<file path="config.mk">
export PLATFORM = sky130hd
export DESIGN_NAME = del_ctrl_fsm
export DESIGN_NICKNAME = d
export VERILOG_FILES = /design/src/rtl/del_ctrl_fsm.sv
export SDC_FILE = /design/constraint.sdc
export NUM_CORES = 1
export LEC_CHECK = 0
export CORE_UTILIZATION = 38
export CTS_CLUSTER_SIZE = 25
export DETAILED_ROUTE_END_ITERATION = 8
export HOLD_SLACK_MARGIN = 0.15
export PLACE_DENSITY = 0.84
export SLEW_MARGIN = 20
export SYNTH_ARGS = -nofsm -noshare
export SYNTH_HDL_FRONTEND = slang
export SYNTH_SLANG_ARGS = --single-unit
</file>
<file path="constraint.sdc">
create_clock -name clk -period 1.41 [get_ports clk]
set_clock_uncertainty 0.1 [all_clocks]
set_input_delay 0.282 -clock clk [delete_from_list [all_inputs] [get_ports clk]]
set_output_delay 0.282 -clock clk [all_outputs]
set_load 0.05 [all_outputs]
</file>
<file path="src/rtl/del_ctrl_fsm.sv">
// Delete sub-controller: looks up a key and invalidates the hit entry; req one cycle after accept, result 1 cycle after the response.
// No backpressure: lookup response is awaited for at most TIMEOUT cycles, status/del strobes are single-cycle and unconditioned.
module del_ctrl_fsm #(
  parameter int NUM_ENTRIES = 16,
  parameter int KEY_WIDTH   = 16,
  parameter int TIMEOUT     = 8,
  localparam int IDX_W      = (NUM_ENTRIES > 1) ? $clog2(NUM_ENTRIES) : 1
) (
  input  logic                 clk,
  input  logic                 rst_n,
  input  logic                 en,
  input  logic [KEY_WIDTH-1:0] key_in,
  output logic                 lookup_req,
  output logic [KEY_WIDTH-1:0] lookup_key,
  input  logic                 lookup_valid,
  input  logic                 lookup_hit,
  input  logic [IDX_W-1:0]     lookup_idx,
  output logic                 del_we,
  output logic [IDX_W-1:0]     del_idx,
  output logic [1:0]           status,
  output logic                 busy
);

  localparam int CNT_W = $clog2(TIMEOUT + 1);
  localparam logic [CNT_W-1:0] CNT_LAST = CNT_W'(TIMEOUT - 1);

  typedef enum logic [1:0] {
    DEL_ST_START  = 2'd0,
    DEL_ST_DELETE = 2'd1,
    DEL_ST_ERROR  = 2'd2
  } del_substate_e;

  typedef struct packed {
    logic done;
    logic error;
  } sub_cmd_t;

  del_substate_e        state_q, state_d;
  logic                 armed_q, armed_d;
  logic                 waiting_q, waiting_d;
  logic                 req_q, req_d;
  logic [CNT_W-1:0]     cnt_q, cnt_d;
  logic [KEY_WIDTH-1:0] key_q, key_d;
  logic [IDX_W-1:0]     idx_q, idx_d;
  logic                 idx_ok;
  sub_cmd_t             sub_cmd;

  assign idx_ok = int'(32'(lookup_idx)) < NUM_ENTRIES;

  always_ff @(posedge clk or negedge rst_n) begin
    if (!rst_n) begin
      state_q   <= DEL_ST_START;
      armed_q   <= 1'b1;
      waiting_q <= 1'b0;
      req_q     <= 1'b0;
      cnt_q     <= '0;
      key_q     <= '0;
      idx_q     <= '0;
    end else begin
      state_q   <= state_d;
      armed_q   <= armed_d;
      waiting_q <= waiting_d;
      req_q     <= req_d;
      cnt_q     <= cnt_d;
      key_q     <= key_d;
      idx_q     <= idx_d;
    end
  end

  always_comb begin
    state_d   = state_q;
    armed_d   = armed_q;
    waiting_d = waiting_q;
    req_d     = 1'b0;
    cnt_d     = cnt_q;
    key_d     = key_q;
    idx_d     = idx_q;

    // Seeing en low is the only thing that re-arms, whatever the state.
    if (!en) armed_d = 1'b1;

    unique case (state_q)
      DEL_ST_START: begin
        if (!waiting_q) begin
          if (armed_q && en) begin
            key_d     = key_in;
            waiting_d = 1'b1;
            armed_d   = 1'b0;
            req_d     = 1'b1;
            cnt_d     = '0;
          end
        end else if (!en) begin
          waiting_d = 1'b0;
          cnt_d     = '0;
        end else if (!req_q) begin
          // Response window; a response in the req cycle itself is ignored.
          if (lookup_valid) begin
            waiting_d = 1'b0;
            cnt_d     = '0;
            if (lookup_hit && idx_ok) begin
              idx_d   = lookup_idx;
              state_d = DEL_ST_DELETE;
            end else begin
              state_d = DEL_ST_ERROR;
            end
          end else if (cnt_q == CNT_LAST) begin
            waiting_d = 1'b0;
            cnt_d     = '0;
            state_d   = DEL_ST_ERROR;
          end else begin
            cnt_d = cnt_q + CNT_W'(1);
          end
        end
      end
      DEL_ST_DELETE: state_d = DEL_ST_START;
      DEL_ST_ERROR:  state_d = DEL_ST_START;
      default:       state_d = DEL_ST_START;
    endcase
  end

  always_comb begin
    sub_cmd       = '0;
    sub_cmd.done  = (state_q == DEL_ST_DELETE);
    sub_cmd.error = (state_q == DEL_ST_ERROR);
  end

  assign status     = sub_cmd;
  assign del_we     = (state_q == DEL_ST_DELETE);
  assign del_idx    = del_we ? idx_q : '0;
  assign lookup_req = req_q;
  assign lookup_key = key_q;
  assign busy       = waiting_q | (state_q != DEL_ST_START);

endmodule

</file>
==> results of run 1 <==
[worst min path at each step]
stage             from             end  cells after the start
2_1_floorplan    rst_n        cnt_q[0]                      0
3_3_place_gp   armed_q         armed_q                      2
3_5_place_dp   armed_q         armed_q                      2
4_1_cts             en         armed_q                      2
5_1_grt             en         armed_q                      2
6_report         rst_n  lookup_key[10]                      2
[layout by cell type, fill, tap and decap left out, drive strengths merged]
master	netlist	final
a21bo	1	1
a21oi	1	1
a221o	1	1
and2	4	4
and3	2	2
and3b	2	2
and4	1	1
buf	3	50
clkbuf	0	8
clkdlybuf4s50	0	23
dfrtp	28	28
dfstp	1	1
dlygate4sd2	0	1
ha	1	1
inv	3	3
mux2	20	20
mux2i	3	3
nand2	5	5
nand3	1	1
nand3b	4	4
nand4	2	2
nor2	3	3
nor2b	2	2
nor3	1	1
o211ai	2	2
or2	1	1
or3	1	1
[flip-flops by register name, indices dropped and copies added, names as in the netlist]
name        flops
lookup_key     16
lookup_req      1
cnt_q           4
state_q         2
armed_q         1
waiting_q       1
idx_q           4
[stage by stage]
step | instances | TNS (ns)
CTS | 213 | -6.84
global placement | 199 | -11.34
detailed placement | 199 | -12.23
floorplan | 93 | -3.52
finish | 216 | -7.37
global route | 216 | -8.57
[timing repair]
action | CTS | global route
pin swaps | 5 | 4
setup buffers | 6 | 3
setup endpoints to repair | 30 | 33
resized for setup | 16 | 4
[cells by family after synthesis]
| group | after synthesis | share of synthesized area, % |
|---|---|---|
| fa+ha+maj | 1 | 0.976 |
| buf+inv | 6 | 2.93 |
| compound gates | 5 | 3.12 |
| mux | 23 | 21.1 |
| flops | 29 | 56.7 |
| simple gates | 29 | 15.1 |
[per-layer routing]
metal	global-route usage, %	vias to the layer above
met1	22.6	545
met3	5.19	13
met5	0	-
met4	19.6	0
li1	-	483
met2	40.0	52
[cell type report]
type / count / area [sq um]
multi-input cells: 58 / 626
inverters: 3 / 11.3
well taps: 44 / 55.1
fillers: 164 / 667
clock buffers: 8 / 58.8
repair buffers: 74 / 982
flip-flops and latches: 29 / 728
[where the power goes]
part	internal, mW	total, mW	switching (mW)
registers	1.14	1.47	0.333
logic	1.56	2.82	1.26
clock network	0.246	0.525	0.280
total	2.94	4.82	1.87
==> impl_metrics.ini, run 1 <==
[outcome]
status = finished with violations
failed_checks = setup timing

[synthesis]
synth_flop_cell = dfrtp_1
ys_top_cells_by_area = dfrtp_1 55%, mux2_1 11%, mux2_4 4.7%
yosysMostFrequentCell = dfrtp_1
synth_cell_types = 29
yosysWarnings = 0
synth-edff-count = 0
syn_area_sq_mm = 0.00128
synth_fp_nets = 119
postSynthCellCount = 93
synth.top_cells.by_count = 28 x dfrtp_1, 12 x mux2_1, 5 x nand2_1
ys_seq_area_share_pct = 56.7
synth_top_area_share_pct = 54.7
yosys_register_bits = 29
async_reset_ff_share_pct = 100
synth_area_per_cell_sq_um = 13.8
synth_top_cell_by_area = dfrtp_1

[die]
die_w_microns = 60.1
dieArea_sq_mm = 0.00361
pin_count = 50
start_util_pct = 41.0
fp.coreArea_sq_mm = 0.00313
die_h_microns = 60.1
row_count = 20

[timing]
period_share_pct = 127
clock.fmax_ghz = 0.559
setup_ws_ns = -0.379
rsz0062_at_grt = yes
tightest_slew_ns = 0.300
finalSetupViolCount = 34
hold_viol_final = 0
relSlewSlack_pct = 79.9
maxSlewViolCount = 0
hold_ws_ns = 0.195
period_needed_ns = 1.79

[pwr]
p_leak_nw = 1.13
peakVddDrop_mv = 1.26
power_mw = 4.82
power_density_mw_per_mm2 = 1960

[global_routing]
antenna_found_initial = 0
grt_pass1_vias = 1259
track_usage_pct = 22.9
grt_max_degree = 30
gr-total-overflow = 0
grt_pass1_wl_microns = 5770

[clock_tree]
clkTransAtPathRegs_ns = 0.09
cts_sinks = 29
insertion_delay_ns = 0.33
cts_tree = yes
cts_max_level = 2
ctsHoldBuffers = 0
cts.path.max_buffers = 2
cts_made_buffers = 5
cts_root_buf = clkbuf_4

[placed_design]
gp_congestion = 0.811
place_hpwl_microns = 2630
port_buffers = 49
place_area_sq_mm = 0.00227
dp_slack_ns = -0.565

[critical_path]
crit_path_start_kind = flop
endpoint_kind = output port
path_cells = buf_6 > or3_4 > buf_8
crit_cells = 3
reg2regPathDepth = 4
cp_slowest_cell = dfrtp_1
crit_buf_inv = 2
crit_required_ns = 1.03
endpoint = busy
rrSetupSlack_ns = -0.27
cp_top_family = flip-flops
cp_max_fo = 3
timing.rr.end = lookup_key[0]
cpPeakStageDelay_ns = 0.41
crit_type = flop to output port
rr_startpoint = armed_q
crit_arrival_ns = 1.41
cp-startpoint = state_q[0]

[drt]
drt_iter0_drc = 31
met3_length_microns = 197
routed.top_layer = met4
drt-pass1-iter-count = 4
antenna_left = 0
vias_per_cell = 5.06
wl_per_cell_microns = 17.5
vias = 1093
routed_wl_microns = 3770
wl_met2_microns = 2140
met1_length_microns = 1300
route.detailed.drc = 0

[worst_hold_path]
min_path_type = input pin to asynchronous set/reset pin

[layout]
diodes = 0
design_area_sq_mm = 0.00246
drive_gt1_share_pct = 54.1
area_delta_synth_final_pct = 92.1
num-nets-final = 197
utilization_pct = 78.7

[job]
max-cap-violations = 0
No activity file was read; power rests on OpenSTA's default activity.
==> run 2: changes to the inputs <==
--- a/config.mk
+++ b/config.mk
@@ -5,11 +5,12 @@
 export SDC_FILE = /design/constraint.sdc
 export NUM_CORES = 1
 export LEC_CHECK = 0
-export CORE_UTILIZATION = 38
+export CORE_UTILIZATION = 24
 export CTS_CLUSTER_SIZE = 25
 export DETAILED_ROUTE_END_ITERATION = 8
 export HOLD_SLACK_MARGIN = 0.15
-export PLACE_DENSITY = 0.84
+export PLACE_DENSITY = 0.61
+export REMOVE_ABC_BUFFERS = 1
 export SLEW_MARGIN = 20
 export SYNTH_ARGS = -nofsm -noshare
 export SYNTH_HDL_FRONTEND = slang
==> run 2 against run 1 <==
Effect of this change:
- the run still ends with setup timing left
- flip-flop and latch count did not move
- combinational power about the same
- fmax rose by 4.2%
- routed wire length decreased by 16%
- core utilization fell by 29 points
- cell count rose by 11%
- register-to-register slack got worse by 0.02 ns
- via count down 7.4%
- hold slack better by 0.033 ns
- power grew 6.3%
- highest routed layer unchanged
==> impl_metrics.ini, run 2 (same netlist as run 1, synthesis figures left out) <==
[outcome]
status = finished with violations
failed_checks = setup timing

[layout]
final_common_cell = dfrtp_1
diodes = 0
drive_gt1_share_pct = 54.1
layout_common_cells = 28 x dfrtp_1, 26 x buf_12, 23 x clkdlybuf4s50_1, 19 x mux2_4, 13 x buf_4
area_delta_synth_final_pct = 99.8
multi_input_comb_area_sq_um = 626
final_cells = 240
num-nets-final = 195
seq_area_sq_um = 727
largest_reg_flops = 16
fillers = 483

[global_routing]
gr-total-overflow = 0
antenna_found_initial = 0
grt_pass1_vias = 1146
track_usage_pct = 12.6
grt_max_degree = 30
grt_pass1_wl_microns = 5270

[placed_design]
place_hpwl_microns = 2120
dp_slack_ns = -0.529
port_buffers = 49
placedCellCount = 222
gp_congestion = 0.740

[drt]
wl_met2_microns = 1680
routed_wl_microns = 3180
wl_per_cell_microns = 13.2
drt_iter0_drc = 21
vias_per_cell = 4.22
met1_length_microns = 1320
drt-pass1-iter-count = 3
route.detailed.drc = 0
met3_length_microns = 137
vias = 1012
routed.top_layer = met4
antenna_left = 0

[pwr]
power.switching_mw = 1.85
power_frac_seq_pct = 28.1
peakVddDrop_mv = 1.28
power_density_mw_per_mm2 = 2000
clkPwrFrac_pct = 17.3
swShare_pct = 36.1
p_comb_share_pct = 54.6
internal_power_mw = 3.27
p_leak_nw = 1.16

[timing]
hold_ws_ns = 0.229
clock.fmax_ghz = 0.583
finalSetupViolCount = 34
rsz0062_at_grt = yes
maxSlewViolCount = 0
relSlewSlack_pct = 81.2
period_share_pct = 122
period_needed_ns = 1.72
tightest_slew_ns = 0.281
setup_ws_ns = -0.307
hold_viol_final = 0

[die]
fp.coreArea_sq_mm = 0.00514
die_w_microns = 75.1
pin_count = 50
dieArea_sq_mm = 0.00563
die_h_microns = 75.1
row_count = 26
start_util_pct = 24.9

[worst_hold_path]
min_path_type = input pin to flop

[critical_path]
crit_required_ns = 1.03
crit_path_start_kind = flop
cp_max_fo = 3
crit_arrival_ns = 1.33
endpoint_kind = output port
crit_type = flop to output port

[clock_tree]
cts_made_buffers = 5
cts_sinks = 29
cts_max_level = 2
cts_root_buf = clkbuf_8
insertion_delay_ns = 0.27
cts.path.max_buffers = 2
ctsHoldBuffers = 0
clkTransAtPathRegs_ns = 0.06
cts_tree = yes

[job]
max-cap-violations = 0
## run 2: area by class of cell
| type | count | area share, % |
|---|---|---|
| clock buffers | 7 | 3.37 |
| well taps | 70 | 3.42 |
| inverters | 3 | 0.440 |
| clock inverters | 1 | 1.17 |
| repair buffers | 72 | 38.8 |
| flip-flops and latches | 29 | 28.4 |
| multi-input cells | 58 | 24.4 |
## run 2: power groups by stage
stage | sequential [mW] | clock, mW | combinational (mW)
final | 1.44 | 0.886 | 2.79
after global routing | 1.48 | 0.952 | 2.91
after CTS | 1.44 | 0.914 | 2.72
after detailed placement | 1.44 | 0 | 2.46
after global placement | 1.42 | 0 | 2.43
after floorplan | 2.07 | 0 | 0.456
## run 2: final timing paths
check / cells after the start / from / to / slack [ns]
worst max-delay path: 3 / state_q[1] / busy / -0.31
worst min-delay path: 2 / en / armed_q / 0.23
worst max register to register: 5 / waiting_q / lookup_key[3] / -0.29
worst min register to register: 2 / armed_q / armed_q / 0.36
max in group asynchronous: 2 / rst_n / armed_q / 0.70
min in group asynchronous: 2 / rst_n / lookup_key[7] / 0.27
## run 2: worst max-delay path, stage by stage, from the launching register on
cell and delay, ns:
dfrtp_1 0.40, buf_6 0.13, or3_4 0.37, buf_8 0.16
## run 2: what timing repair did
action	4_1_cts	5_1_grt
setup endpoints to repair	31	34
cloned	1	1
pin swaps	2	4
buffers inserted	5	3
gates resized for setup	31	10
## run 2: routing by layer
| metal | track usage (%) | up-vias |
|---|---|---|
| met1 | 14.2 | 499 |
| met3 | 3.75 | 5 |
| met2 | 22.7 | 30 |
| met5 | 0 | - |
| met4 | 4.40 | 0 |
| li1 | - | 478 |
## run 2: per-stage QoR
| stage | cell area [sq um] | TNS [ns] | power (mW) | util (%) |
|---|---|---|---|---|
| 2_1_floorplan | 1250 | -10.78 | 2.52 | - |
| 4_1_cts | 2470 | -6.66 | 5.08 | 48.1 |
| 3_3_place_gp | 2190 | -11.92 | 3.85 | 42.7 |
| 5_1_grt | 2560 | -8.71 | 5.35 | 49.8 |
| 6_report | 2560 | -7.16 | 5.12 | 49.8 |
| 3_5_place_dp | 2190 | -12.23 | 3.90 | 42.7 |
==> run 3: changes to the inputs <==
--- a/config.mk
+++ b/config.mk
@@ -11,6 +11,7 @@
 export HOLD_SLACK_MARGIN = 0.15
 export PLACE_DENSITY = 0.61
 export REMOVE_ABC_BUFFERS = 1
+export SKIP_CTS_REPAIR_TIMING = 1
 export SLEW_MARGIN = 20
 export SYNTH_ARGS = -nofsm -noshare
 export SYNTH_HDL_FRONTEND = slang
==> run 3 against run 2 <==
Effect of this change:
- the run still ends with setup timing left
- clock-buffer cell count unchanged
- register-to-register slack gained 0.02 ns
- non-clock buffer count is 4 lower
- die area unchanged
- sequential share of layout area grew 0.86 points
- largest power group unchanged
- hold slack improved by 0.046 ns
- global-route usage shrank 0.65 points
- final area is 2.9% lower
- power shrank 1.5%
- flip-flop and latch count unchanged
==> impl_metrics.ini, run 3 (same netlist as run 1, synthesis figures left out) <==
[drt]
drt_iter0_drc = 12
routed_wl_microns = 3110
vias_per_cell = 4.23
wl_per_cell_microns = 13.2
antenna_left = 0
drt-pass1-iter-count = 4
vias = 999
route.detailed.drc = 0

[timing]
period_share_pct = 122
setup_ws_ns = -0.311
rsz0062_at_grt = yes
fin_setup_tns_ns = -6.42
hold_ws_ns = 0.275
finalSetupViolCount = 33
maxSlewViolCount = 0
tightest_slew_ns = 0.394
period_needed_ns = 1.72
hold_viol_final = 0
relSlewSlack_pct = 73.5
clock.fmax_ghz = 0.581

[die]
die_w_microns = 75.1
fp.coreArea_sq_mm = 0.00514
start_util_pct = 24.9
dieArea_sq_mm = 0.00563
pin_count = 50
die_h_microns = 75.1
row_count = 26

[pwr]
clkPwrFrac_pct = 17.6
internal_power_mw = 3.22
power.switching_mw = 1.83
p_leak_nw = 1.13
p_comb_share_pct = 53.9
peakVddDrop_mv = 1.24
swShare_pct = 36.2
power_frac_seq_pct = 28.6
power_density_mw_per_mm2 = 2030
power_mw = 5.04

[critical_path]
crit_type = flop to output port
rrSetupSlack_ns = -0.27
cp_max_fo = 4
rr_startpoint = waiting_q
endpoint_kind = output port
timing.rr.end = lookup_key[9]
path_cells = buf_6 > or3_4 > buf_8
reg2regPathDepth = 5
cpPeakStageDelay_ns = 0.39
cp_slowest_cell = dfrtp_1
crit_required_ns = 1.03
crit_path_start_kind = flop
crit_arrival_ns = 1.34

[layout]
largest_reg_flops = 16
seq_area_sq_um = 727
fillers = 491
design_area_sq_mm = 0.00248
final_cells = 236
area_delta_synth_final_pct = 93.9
multi_input_comb_area_sq_um = 602
layout_common_cells = 28 x dfrtp_1, 26 x buf_12, 23 x clkdlybuf4s50_1, 20 x mux2_4, 11 x buf_4
drive_gt1_share_pct = 49.4
utilization_pct = 48.3
final_common_cell = dfrtp_1
num-nets-final = 191
diodes = 0

[outcome]
failed_checks = setup timing
status = finished with violations

[clock_tree]
clkTransAtPathRegs_ns = 0.06
cts_root_buf = clkbuf_8
cts_max_level = 2
cts_made_buffers = 5
cts_sinks = 29
cts_tree = yes
insertion_delay_ns = 0.27
cts.path.max_buffers = 2

[global_routing]
antenna_found_initial = 0
grt_max_degree = 30
gr-total-overflow = 0
grt_pass1_wl_microns = 5010
track_usage_pct = 12.0
grt_pass1_vias = 1092

[placed_design]
place_hpwl_microns = 2120
dp_slack_ns = -0.529
place_area_sq_mm = 0.00219
port_buffers = 49
gp_congestion = 0.740
placedCellCount = 222

[job]
max-cap-violations = 0

[worst_hold_path]
min_path_type = input pin to asynchronous set/reset pin
==> run 3: critical path: cells and delay by family, from the launching register on <==
family / cells / cell delay, ns
DFF: 1 / 0.39
and+or+nand+nor: 1 / 0.39
buffers and inverters: 2 / 0.29
==> run 3: power groups by stage <==
stage	clock network [mW]	logic (mW)	registers (mW)
final	0.886	2.72	1.44
after global routing	0.951	2.83	1.48
after CTS	0.914	2.46	1.43
after detailed placement	0	2.46	1.44
after global placement	0	2.43	1.42
after floorplan	0	0.456	2.07
==> run 3: layout make-up <==
cell class                 instances  share of cell area, %
tap                               70                   3.52
clock inverter                     1                   1.21
inverter                           3                  0.453
multi-input combinational         58                   24.2
clock buffer                       7                   3.47
timing repair buffer              68                   37.9
sequential                        29                   29.3
==> run 3: how the worst max path moves through the flow <==
stage / start / endpoint / depth (start not counted)
detailed placement: en / idx_q[0] / 4
global placement: en / idx_q[0] / 4
floorplan: state_q[0] / del_idx[0] / 2
finish: waiting_q / busy / 3
CTS: state_q[1] / del_idx[2] / 4
global route: waiting_q / busy / 3
==> run 3: routing by layer <==
layer	wire length [microns]	vias to the layer above	global-route usage, %
li1	-	473	-
met1	1280	491	13.7
met2	1640	30	21.0
met3	153	5	3.75
met4	40	0	4.40
met5	0	-	0
